===== config.mk =====
export PLATFORM = sky130hd
export DESIGN_NAME = pc_gen_flat
export DESIGN_NICKNAME = d
export VERILOG_FILES = /design/src/rtl/pc_gen_pkg.sv /design/src/rtl/pc_gen_if.sv /design/src/rtl/pc_gen_redirect_buffer.sv /design/src/rtl/pc_gen.sv /design/src/flat_wrapper.sv
export SDC_FILE = /design/constraint.sdc
export NUM_CORES = 1
export LEC_CHECK = 0
export ABC_CLOCK_PERIOD_IN_PS = 2200
export BUFFER_PORTS_ARGS = -buffer_cell sky130_fd_sc_hd__buf_2
export CORE_UTILIZATION = 45
export CTS_CLUSTER_DIAMETER = 60
export DETAILED_ROUTE_END_ITERATION = 10
export GPL_ROUTABILITY_DRIVEN = 0
export GPL_TIMING_DRIVEN = 0
export PLACE_DENSITY = 0.84
export SLEW_MARGIN = 20
export SYNTH_ARGS = -nofsm -noshare
export SYNTH_HDL_FRONTEND = slang
export SYNTH_SLANG_ARGS = --single-unit

===== constraint.sdc =====
create_clock -name clk -period 2.2 [get_ports clk]
set_clock_uncertainty 0.2 [all_clocks]
set_input_delay 0.22 -clock clk [delete_from_list [all_inputs] [get_ports clk]]
set_output_delay 0.22 -clock clk [all_outputs]
set_load 0.05 [all_outputs]

===== src/rtl/pc_gen_pkg.sv =====
// Shared next-PC select encodings and redirect ranking used by pc_gen and its select generator.
// Pure definitions: no timing, no flow control.
package pc_gen_pkg;

    localparam logic [31:0] RESET_PC_DEFAULT = 32'hBFC0_0000;

    localparam logic [2:0] PCSel_PC4     = 3'd0;
    localparam logic [2:0] PCSel_Target  = 3'd1;
    localparam logic [2:0] PCSel_Correct = 3'd2;
    localparam logic [2:0] PCSel_EPC     = 3'd3;
    localparam logic [2:0] PCSel_MEMPC   = 3'd4;
    localparam logic [2:0] PCSel_Except  = 3'd5;

    typedef logic [1:0] redirect_rank_t;

    localparam redirect_rank_t RANK_NONE    = 2'd0;
    localparam redirect_rank_t RANK_CORRECT = 2'd1;
    localparam redirect_rank_t RANK_FLUSH   = 2'd2;

    function automatic logic is_redirect(input logic [2:0] sel);
        return (sel == PCSel_Correct) || (sel == PCSel_EPC) ||
               (sel == PCSel_MEMPC)   || (sel == PCSel_Except);
    endfunction

    // Branch repair ranks below eret/refetch/exception, which all flush the pipe.
    function automatic redirect_rank_t redirect_rank(input logic [2:0] sel);
        redirect_rank_t r;
        r = RANK_NONE;
        if (sel == PCSel_Correct)
            r = RANK_CORRECT;
        else if (is_redirect(sel))
            r = RANK_FLUSH;
        return r;
    endfunction

endpackage


===== src/rtl/pc_gen_if.sv =====
// Fetch-request bundle between pc_gen (master) and the select logic / fetch side (slave).
// Wires only; PC_Valid/IF_Ready is the handshake.
interface pc_gen_if;
    logic [2:0]  PCSel;
    logic [31:0] BPU_Target;
    logic [31:0] EXE_Correct_PC;
    logic [31:0] CP0_EPC;
    logic [31:0] MEM_PC;
    logic [31:0] Except_PC;
    logic        IF_Ready;
    logic        PC_Valid;
    logic [31:0] PC;
    logic        Fetch_Stale;
    logic        Redirect_Pending;

    modport master (
        input  PCSel, BPU_Target, EXE_Correct_PC, CP0_EPC, MEM_PC, Except_PC, IF_Ready,
        output PC_Valid, PC, Fetch_Stale, Redirect_Pending
    );

    modport slave (
        output PCSel, BPU_Target, EXE_Correct_PC, CP0_EPC, MEM_PC, Except_PC, IF_Ready,
        input  PC_Valid, PC, Fetch_Stale, Redirect_Pending
    );
endinterface


===== src/rtl/pc_gen_redirect_buffer.sv =====
// Single-entry redirect holder; a load only replaces a held entry of lower or equal rank.
// 1-cycle load latency; apply (fetch handshake) clears it and wins over a same-cycle load.
module redirect_buffer
    import pc_gen_pkg::*;
(
    input  logic           clk,
    input  logic           resetn,
    input  logic           load_vld,
    input  logic [31:0]    load_target,
    input  redirect_rank_t load_rank,
    input  logic           apply,
    output logic           pend_vld,
    output logic [31:0]    pend_target
);

    logic           vld_q, vld_d;
    logic [31:0]    target_q, target_d;
    redirect_rank_t rank_q, rank_d;
    logic           accept;

    always_comb begin
        vld_d    = vld_q;
        target_d = target_q;
        rank_d   = rank_q;
        accept   = load_vld && (!vld_q || (load_rank >= rank_q));
        if (apply) begin
            vld_d  = 1'b0;
            rank_d = RANK_NONE;
        end else if (accept) begin
            vld_d    = 1'b1;
            target_d = load_target;
            rank_d   = load_rank;
        end
    end

    always_ff @(posedge clk or negedge resetn) begin
        if (!resetn) begin
            vld_q    <= 1'b0;
            target_q <= '0;
            rank_q   <= RANK_NONE;
        end else begin
            vld_q    <= vld_d;
            target_q <= target_d;
            rank_q   <= rank_d;
        end
    end

    assign pend_vld    = vld_q;
    assign pend_target = target_q;

endmodule


===== src/rtl/pc_gen.sv =====
// Fetch PC register and next-PC mux; new PC visible 1 cycle after the handshake or redirect edge.
// PC holds while IF_Ready is low; redirects seen during a stall are buffered, never dropped by a stall.
module pc_gen
    import pc_gen_pkg::*;
#(
    parameter logic [31:0] RESET_PC = RESET_PC_DEFAULT
)(
    input  logic          clk,
    input  logic          resetn,
    pc_gen_if.master      bus
);

    logic [31:0]    pc_q, pc_d;
    logic           pc_valid_q, pc_valid_d;
    logic           hs;
    logic           redirect_now;
    logic [31:0]    redirect_target;
    redirect_rank_t redirect_rnk;
    logic           pend_vld;
    logic [31:0]    pend_target;

    assign hs = pc_valid_q && bus.IF_Ready;

    always_comb begin
        redirect_now    = is_redirect(bus.PCSel);
        redirect_rnk    = redirect_rank(bus.PCSel);
        redirect_target = '0;
        case (bus.PCSel)
            PCSel_Correct: redirect_target = bus.EXE_Correct_PC;
            PCSel_EPC:     redirect_target = bus.CP0_EPC;
            PCSel_MEMPC:   redirect_target = bus.MEM_PC;
            PCSel_Except:  redirect_target = bus.Except_PC;
            default:       redirect_target = '0;
        endcase
    end

    // A live redirect beats a buffered one; the buffer beats the sequential path.
    always_comb begin
        pc_d       = pc_q;
        pc_valid_d = 1'b1;
        if (hs) begin
            if (redirect_now)
                pc_d = redirect_target;
            else if (pend_vld)
                pc_d = pend_target;
            else if (bus.PCSel == PCSel_Target)
                pc_d = bus.BPU_Target;
            else if (bus.PCSel == PCSel_PC4)
                pc_d = pc_q + 32'd4;
        end
    end

    always_ff @(posedge clk or negedge resetn) begin
        if (!resetn) begin
            pc_q       <= RESET_PC;
            pc_valid_q <= 1'b0;
        end else begin
            pc_q       <= pc_d;
            pc_valid_q <= pc_valid_d;
        end
    end

    redirect_buffer u_redirect_buffer (
        .clk         (clk),
        .resetn      (resetn),
        .load_vld    (redirect_now && !hs),
        .load_target (redirect_target),
        .load_rank   (redirect_rnk),
        .apply       (hs),
        .pend_vld    (pend_vld),
        .pend_target (pend_target)
    );

    assign bus.PC_Valid         = pc_valid_q;
    assign bus.PC               = pc_q;
    assign bus.Redirect_Pending = pend_vld;
    assign bus.Fetch_Stale      = hs && (redirect_now || pend_vld);

endmodule


===== src/flat_wrapper.sv =====
// flat-port wrapper written by rule: the top's interface ports become plain ports
module pc_gen_flat import pc_gen_pkg::*;
#(
    parameter logic [31:0] RESET_PC = RESET_PC_DEFAULT
)
  (clk, resetn, bus_PCSel, bus_BPU_Target, bus_EXE_Correct_PC, bus_CP0_EPC, bus_MEM_PC, bus_Except_PC, bus_IF_Ready, bus_PC_Valid, bus_PC, bus_Fetch_Stale, bus_Redirect_Pending);
  pc_gen_if bus_i ();
  input  logic clk;
  input  logic resetn;
  input wire logic [$bits(bus_i.PCSel)-1:0] bus_PCSel;
  input wire logic [$bits(bus_i.BPU_Target)-1:0] bus_BPU_Target;
  input wire logic [$bits(bus_i.EXE_Correct_PC)-1:0] bus_EXE_Correct_PC;
  input wire logic [$bits(bus_i.CP0_EPC)-1:0] bus_CP0_EPC;
  input wire logic [$bits(bus_i.MEM_PC)-1:0] bus_MEM_PC;
  input wire logic [$bits(bus_i.Except_PC)-1:0] bus_Except_PC;
  input wire logic [$bits(bus_i.IF_Ready)-1:0] bus_IF_Ready;
  output wire logic [$bits(bus_i.PC_Valid)-1:0] bus_PC_Valid;
  output wire logic [$bits(bus_i.PC)-1:0] bus_PC;
  output wire logic [$bits(bus_i.Fetch_Stale)-1:0] bus_Fetch_Stale;
  output wire logic [$bits(bus_i.Redirect_Pending)-1:0] bus_Redirect_Pending;
  assign bus_i.PCSel = bus_PCSel;
  assign bus_i.BPU_Target = bus_BPU_Target;
  assign bus_i.EXE_Correct_PC = bus_EXE_Correct_PC;
  assign bus_i.CP0_EPC = bus_CP0_EPC;
  assign bus_i.MEM_PC = bus_MEM_PC;
  assign bus_i.Except_PC = bus_Except_PC;
  assign bus_i.IF_Ready = bus_IF_Ready;
  assign bus_PC_Valid = bus_i.PC_Valid;
  assign bus_PC = bus_i.PC;
  assign bus_Fetch_Stale = bus_i.Fetch_Stale;
  assign bus_Redirect_Pending = bus_i.Redirect_Pending;
  pc_gen #(.RESET_PC(RESET_PC)) u_core (.clk(clk), .resetn(resetn), .bus(bus_i));
endmodule

Word-level counts from Yosys, hierarchy flattened
Index checks and enable logic that the tools add are counted.
- add/subtract/negate cells: 1
- $lt $le $gt $ge: 1
- equal/unequal tests: 5
- multiplexer cells: 11
- bitwise logic cells: 1
- reductions and logical operators: 16
- operators by type and width (kind ; count):
    2-to-1 mux 32 bit ; 4
    one-hot mux 32 bit (4 select lines) ; 1
    adder 32 x 3 -> 32 bit, second input constant ; 1
    2-to-1 mux 2 bit ; 4
    equality test 3 x 2 -> 1 bit, second input constant ; 2
    equality test 3 bit, second input constant ; 2
    logical OR 1 bit ; 5
    logical AND 1 bit ; 4
    AND reduction 2 bit ; 2
    nonzero test 4 bit ; 1
    equality test 3 x 1 -> 1 bit, second input constant ; 1
    zero test 3 bit ; 1
    >= comparator 2 bit ; 1
    zero test 1 bit ; 2
    2-to-1 mux 1 bit ; 2
    nonzero test 2 bit ; 1
    NOT 1 bit ; 1
- register bits after elaboration: 68
- input bits: 166
- output and inout port bits: 35
- logic and storage cells: 40

Depth between registers and ports, before layout
- depth after elaboration: 11
- depth in mapped cells: 12
- mapped depth without buffers: 8

Modules after synthesis
A second synthesis with hierarchy kept.
- cells, all modules: 549
- area, all modules: 5176.2 µm²
- by module, submodules not included (module ; times used ; cells each ; area each (µm²) ; sequential area each (µm²)):
    pc_gen ; 1 ; 464 ; 3681.0 ; 837.1
    redirect_buffer ; 1 ; 85 ; 1495.2 ; 875.8

Worst setup path after synthesis
No wires, ideal clock.
- path type: input port to flip-flop
- start point: input port bus_PCSel[1]
- end point: register u_core.u_redirect_buffer.target_q[9] (netlist: u_core.u_redirect_buffer.pend_target[9])
- setup time: 0.136 ns
- data arrival time: 2.215 ns
- required time: 1.864 ns
- path slack: -0.351 ns
- stages on the path: 11
- buffers on the path: 4
- path through: buf_4 > xnor2_2 > clkbuf_1 > nor2_1 > ha_1 > o21ai_0 > a311o_1 > clkbuf_1 > clkbuf_1 > nand2_1 > o21ai_0
- cells in the longest elaborated chain, start to end: 10
- elaborated cells on any way between the ends: 15
- those cells by class: order compare: 1; eq/ne: 4; mux: 3; reduce/logical: 7
- ends and longest elaborated chain (what ; RTL line ; text):
    start, declared ; flat_wrapper.sv:10 ; input wire logic [$bits(bus_i.PCSel)-1:0] bus_PCSel;
    equality test 3 x 2 -> 1 bit, on equally long branches ; pc_gen_pkg.sv:21, pc_gen_pkg.sv:29, pc_gen.sv:28 ;
    logical OR 1 bit (2 in series) ; pc_gen_pkg.sv:21 ; return (sel == PCSel_Correct) || (sel == PCSel_EPC) ||
    logical OR 1 bit ; pc_gen_pkg.sv:22 ; (sel == PCSel_MEMPC) || (sel == PCSel_Except);
    2-to-1 mux 2 bit ; pc_gen_pkg.sv:31 ; else if (is_redirect(sel))
    2-to-1 mux 2 bit ; pc_gen_pkg.sv:29 ; if (sel == PCSel_Correct)
    >= comparator 2 bit ; pc_gen_redirect_buffer.sv:25 ; accept = load_vld && (!vld_q || (load_rank >= rank_q));
    logical OR 1 bit ; pc_gen_redirect_buffer.sv:25 ;
    logical AND 1 bit ; pc_gen_redirect_buffer.sv:25 ;
    AND reduction 2 bit (no line) ; -- ;
    end signal, assigned ; pc_gen_redirect_buffer.sv:43 ; target_q <= target_d;
    end, declared ; pc_gen_redirect_buffer.sv:17 ; logic [31:0] target_q, target_d;
Parallel ways exist; a longest one is shown, timed or not.
A chain may end at the register's enable or synchronous reset.

Worst setup path after layout
- start point: input port bus_PCSel[2]
- end point: register u_core.u_redirect_buffer.target_q[11] (netlist: u_core.u_redirect_buffer.pend_target[11])
Same word-level chain as after synthesis.

==> Flow_metrics.wiki <==
{| class="wikitable"
! Metric !! Value
|-
| Floorplan Core Area || 11030 um2
|-
| Vias in the first global route || 6043
|-
| Switching part of the total || 42.20%
|-
| Met3 Track Usage GR || 7.943%
|-
| Ys Warns || 0
|-
| Area fraction of the dominant cell type after synthesis || 28.46%
|-
| Setup TNS after final layout || 0 ns
|-
| PwrDens || 833.3 nW/um2
|-
| Worst-case hold slack || 0.02340 ns
|-
| Worst Setup Start Kind || primary input
|-
| Endpoint class of the critical path || flop
|-
| Crit path kind || in -> reg
|-
| Count of routing violations after the opening detailed-route iteration || 896
|-
| Syn nets || 791
|-
| GR Overflow Total || 0
|-
| Number of cells on the worst hold path || 3
|-
| Number of vias in the routed layout || 6297
|-
| Count of input and output buffers || 199
|-
| Initial antenna violation count || 0
|-
| DRC violation count after routing || 0
|-
| Max-Slew Margin vs Limit || 52.39%
|-
| Number of setup violations in the final report || 0
|-
| Setup repair after global routing missed its margin || true
|-
| Clk pwr share || 25.7%
|-
| Top cells by instance count after synthesis || 99 x sky130_fd_sc_hd__nand2_1, 59 x sky130_fd_sc_hd__dfrtp_1, 53 x sky130_fd_sc_hd__o21ai_0
|-
| GRT busiest layer || met2
|-
| Static leakage || 3.238 nW
|-
| Clock period minus worst slack || 2.154 ns
|-
| Top fanout value on the critical path || 10
|-
| Layout Area Growth over Synthesis || 35.12%
|-
| Average via count per standard cell || 6.373
|-
| Final wirelength || 21440 um
|-
| Wire length per cell || 21.70 um
|-
| Proportion of layout cells with a drive suffix above 1 || 39.39%
|-
| Internal power || 3.376 mW
|-
| Flops & latches, synth || 68
|-
| Most common cell in the synthesized netlist || sky130_fd_sc_hd__nand2_1
|-
| Clock Latency Late Sink || 0.35 ns
|-
| Worst Max-Slew Pin Slew || 0.7142 ns
|-
| Root buffer cell || sky130_fd_sc_hd__clkbuf_16
|-
| Initial DRT Pass Iterations || 6
|-
| Main area contributors after synthesis || sky130_fd_sc_hd__dfrtp_1 28%, sky130_fd_sc_hd__nand2_1 7.2%, sky130_fd_sc_hd__mux2i_1 5.8%, sky130_fd_sc_hd__o21ai_0 5.1%, sky130_fd_sc_hd__dfstp_2 4.6%
|-
| Max-slew violation total from the final report || 0
|-
| Net total in the final layout || 1012
|-
| Placement Rows || 38
|-
| IO Count || 201
|-
| Register-to-Register Path Depth || 5
|-
| Mean area per synthesized cell || 8.340 um2
|-
| Seq/Total Area, Yosys || 33.02%
|-
| Netlist area before placement || 5187 um2
|-
| Maximum Capacitance Violations || 0
|-
| Combinational cell fraction of total power || 40.6%
|-
| Share of total power in sequential cells || 33.7%
|-
| ANT cells || 0
|-
| Primary flip-flop cell chosen by synthesis mapping || sky130_fd_sc_hd__dfrtp_1
|-
| Filler cell count || 940
|-
| Fraction of the cycle the final worst path needs || 97.92%
|-
| Met2 track utilization from global routing || 58.81%
|-
| Number of flops mapped to enable cells by yosys || 0
|-
| Peak Freq || 0.4642 GHz
|-
| Clock input transition at the sequential cells of the worst setup and hold paths || 0.06 ns
|-
| Mapped Cells || 622
|-
| Total global routing track utilization || 35.75%
|-
| Netlist cell types || 76
|-
| Total CTS buffers || 9
|-
| Max rail drop VDD || 0.5181 mV
|-
| Switching power summed over all nets || 2.465 mW
|-
| Clock tree from TritonCTS || done
|-
| Proportion of register bits with asynchronous set or reset after synthesis || 100.0%
|-
| Pre-CTS worst setup slack || -0.4912 ns
|-
| Routed Antenna Nets || 0
|-
| WP data required || 2.25 ns
|-
| Cell type contributing the most total cell area after synthesis || sky130_fd_sc_hd__dfrtp_1
|-
| First-pass GRT wire length || 31770 um
|-
| Total die area || 11960 um2
|-
| Final number of hold-violating endpoints || 0
|-
| Dpl hpwl || 16060 um
|-
| Die span in y || 109.4 um
|-
| Die width || 109.4 um
|-
| Total number of clock tree sinks || 68
|-
| Starting density of the core || 47.03%
|-
| Path class of the lowest-slack min-delay path || in -> reg
|-
| Setup slack of the critical path after layout || 0.04576 ns
|-
| Critical path arrival || 2.20 ns
|-
| H-tree depth reported by CTS || 3
|-
| Met1 Usage GRT || 43.54%
|-
| Run status || completed
|-
| Maximum number of pins on one net before global-route repair || 53
|-
| Max Buffers Root-to-Sink || 2
|}
## final cells by class
| type | instances | area [um2] | area share, % |
|---|---|---|---|
| multi-input cells | 487 | 3248 | 46.34 |
| inverters | 15 | 56.30 | 0.8033 |
| repair buffers | 212 | 1139 | 16.24 |
| clock buffers | 12 | 256.5 | 3.659 |
| well taps | 140 | 175.2 | 2.499 |
| plain buffers | 50 | 351.6 | 5.016 |
| clock inverters | 4 | 47.55 | 0.6783 |
| flip-flops and latches | 68 | 1735 | 24.76 |
## sequential cells by signal (all words and copies together) (netlist names)
signal / count
u_core.bus.PC_Valid: 1
u_core.u_redirect_buffer.rank_q: 2
u_core.u_redirect_buffer.pend_target: 32
u_core.u_redirect_buffer.pend_vld: 1
u_core.bus.PC: 32
## stage by stage
stage	cell area [um2]	power [mW]	std cells	utilization (%)
floorplan	5301	3.431	622	-
global placement	6472	4.101	961	58.68
detailed placement	6502	4.162	962	58.95
CTS	6882	5.678	982	62.39
global route	7009	6.047	988	63.54
finish	7009	5.841	988	63.54
## timing repair
item | in CTS | in global routing
pin swaps | 3 | 4
endpoints found under the setup margin | 48 | 45
cloned | 0 | 1
endpoints found under the hold margin | 66 | 0
buffers inserted | 4 | 6
resized for setup | 14 | 26
hold buffers | 1 | 0
## worst max-delay path, cell delays in order
cell and delay [ns]:
sky130_fd_sc_hd__clkbuf_4 0.16, sky130_fd_sc_hd__buf_6 0.15, sky130_fd_sc_hd__nor3b_4 0.19, sky130_fd_sc_hd__buf_6 0.15, sky130_fd_sc_hd__inv_1 0.08, sky130_fd_sc_hd__ha_4 0.27
sky130_fd_sc_hd__o21ai_2 0.07, sky130_fd_sc_hd__a311o_2 0.49, sky130_fd_sc_hd__buf_4 0.22, sky130_fd_sc_hd__o21ai_0 0.19
## worst paths after layout
| path | endpoint | slack [ns] | startpoint |
|---|---|---|---|
| worst max-delay path | u_core.u_redirect_buffer.pend_target[11]$_DFFE_PN0P_ | 0.05 | bus_PCSel[2] |
| max in group asynchronous | u_core.bus.PC[27]$_DFFE_PN1P_ | 1.12 | resetn |
| worst min register to register | u_core.u_redirect_buffer.pend_target[3]$_DFFE_PN0P_ | 0.28 | u_core.u_redirect_buffer.pend_target[3]$_DFFE_PN0P_ |
| min in group asynchronous | u_core.u_redirect_buffer.pend_target[23]$_DFFE_PN0P_ | 0.11 | resetn |
| worst max register to register | u_core.bus.PC[22]$_DFFE_PN1P_ | 0.06 | u_core.u_redirect_buffer.pend_vld$_DFFE_PN0P_ |
| worst min-delay path | u_core.u_redirect_buffer.pend_target[19]$_DFFE_PN0P_ | 0.02 | bus_Except_PC[19] |
## metal layers
layer | part of all wire [%] | vias up
met5 | 0 | -
met4 | 5.2 | 0
met3 | 12 | 102
met2 | 46 | 532
met1 | 36 | 2897
li1 | - | 2766
## logic make-up after synthesis
group,share of synthesized area [%]
AND/OR/NAND/NOR,23.69
adder cells (fa/ha/maj),0.7237
buffers and inverters,6.343
multiplexers,7.525
AO/OA/AOI/OAI,27.14
flip-flops,33.02
XOR/XNOR,1.496
other,0.07229
## cell usage in the layout (no fill, tap or decap), drive strengths merged, types with 18 or more instances in the layout
| cell type | count |
|---|---|
| nand3 | 18 |
| nand2 | 99 |
| a31oi | 25 |
| buf | 250 |
| dfrtp | 59 |
| mux2i | 30 |
| clkbuf | 23 |
| o21ai | 60 |
| nor2 | 34 |
| a21oi | 22 |
## power by group through the flow
stage | Sequential, mW | Clock [mW] | Combinational [mW]
2_1_floorplan | 2.42 | 0 | 1.01
3_3_place_gp | 1.94 | 0 | 2.16
3_5_place_dp | 1.96 | 0 | 2.21
4_1_cts | 1.94 | 1.48 | 2.25
5_1_grt | 2.00 | 1.53 | 2.52
6_report | 1.97 | 1.50 | 2.37
No activity file was read; power rests on OpenSTA's default activity.
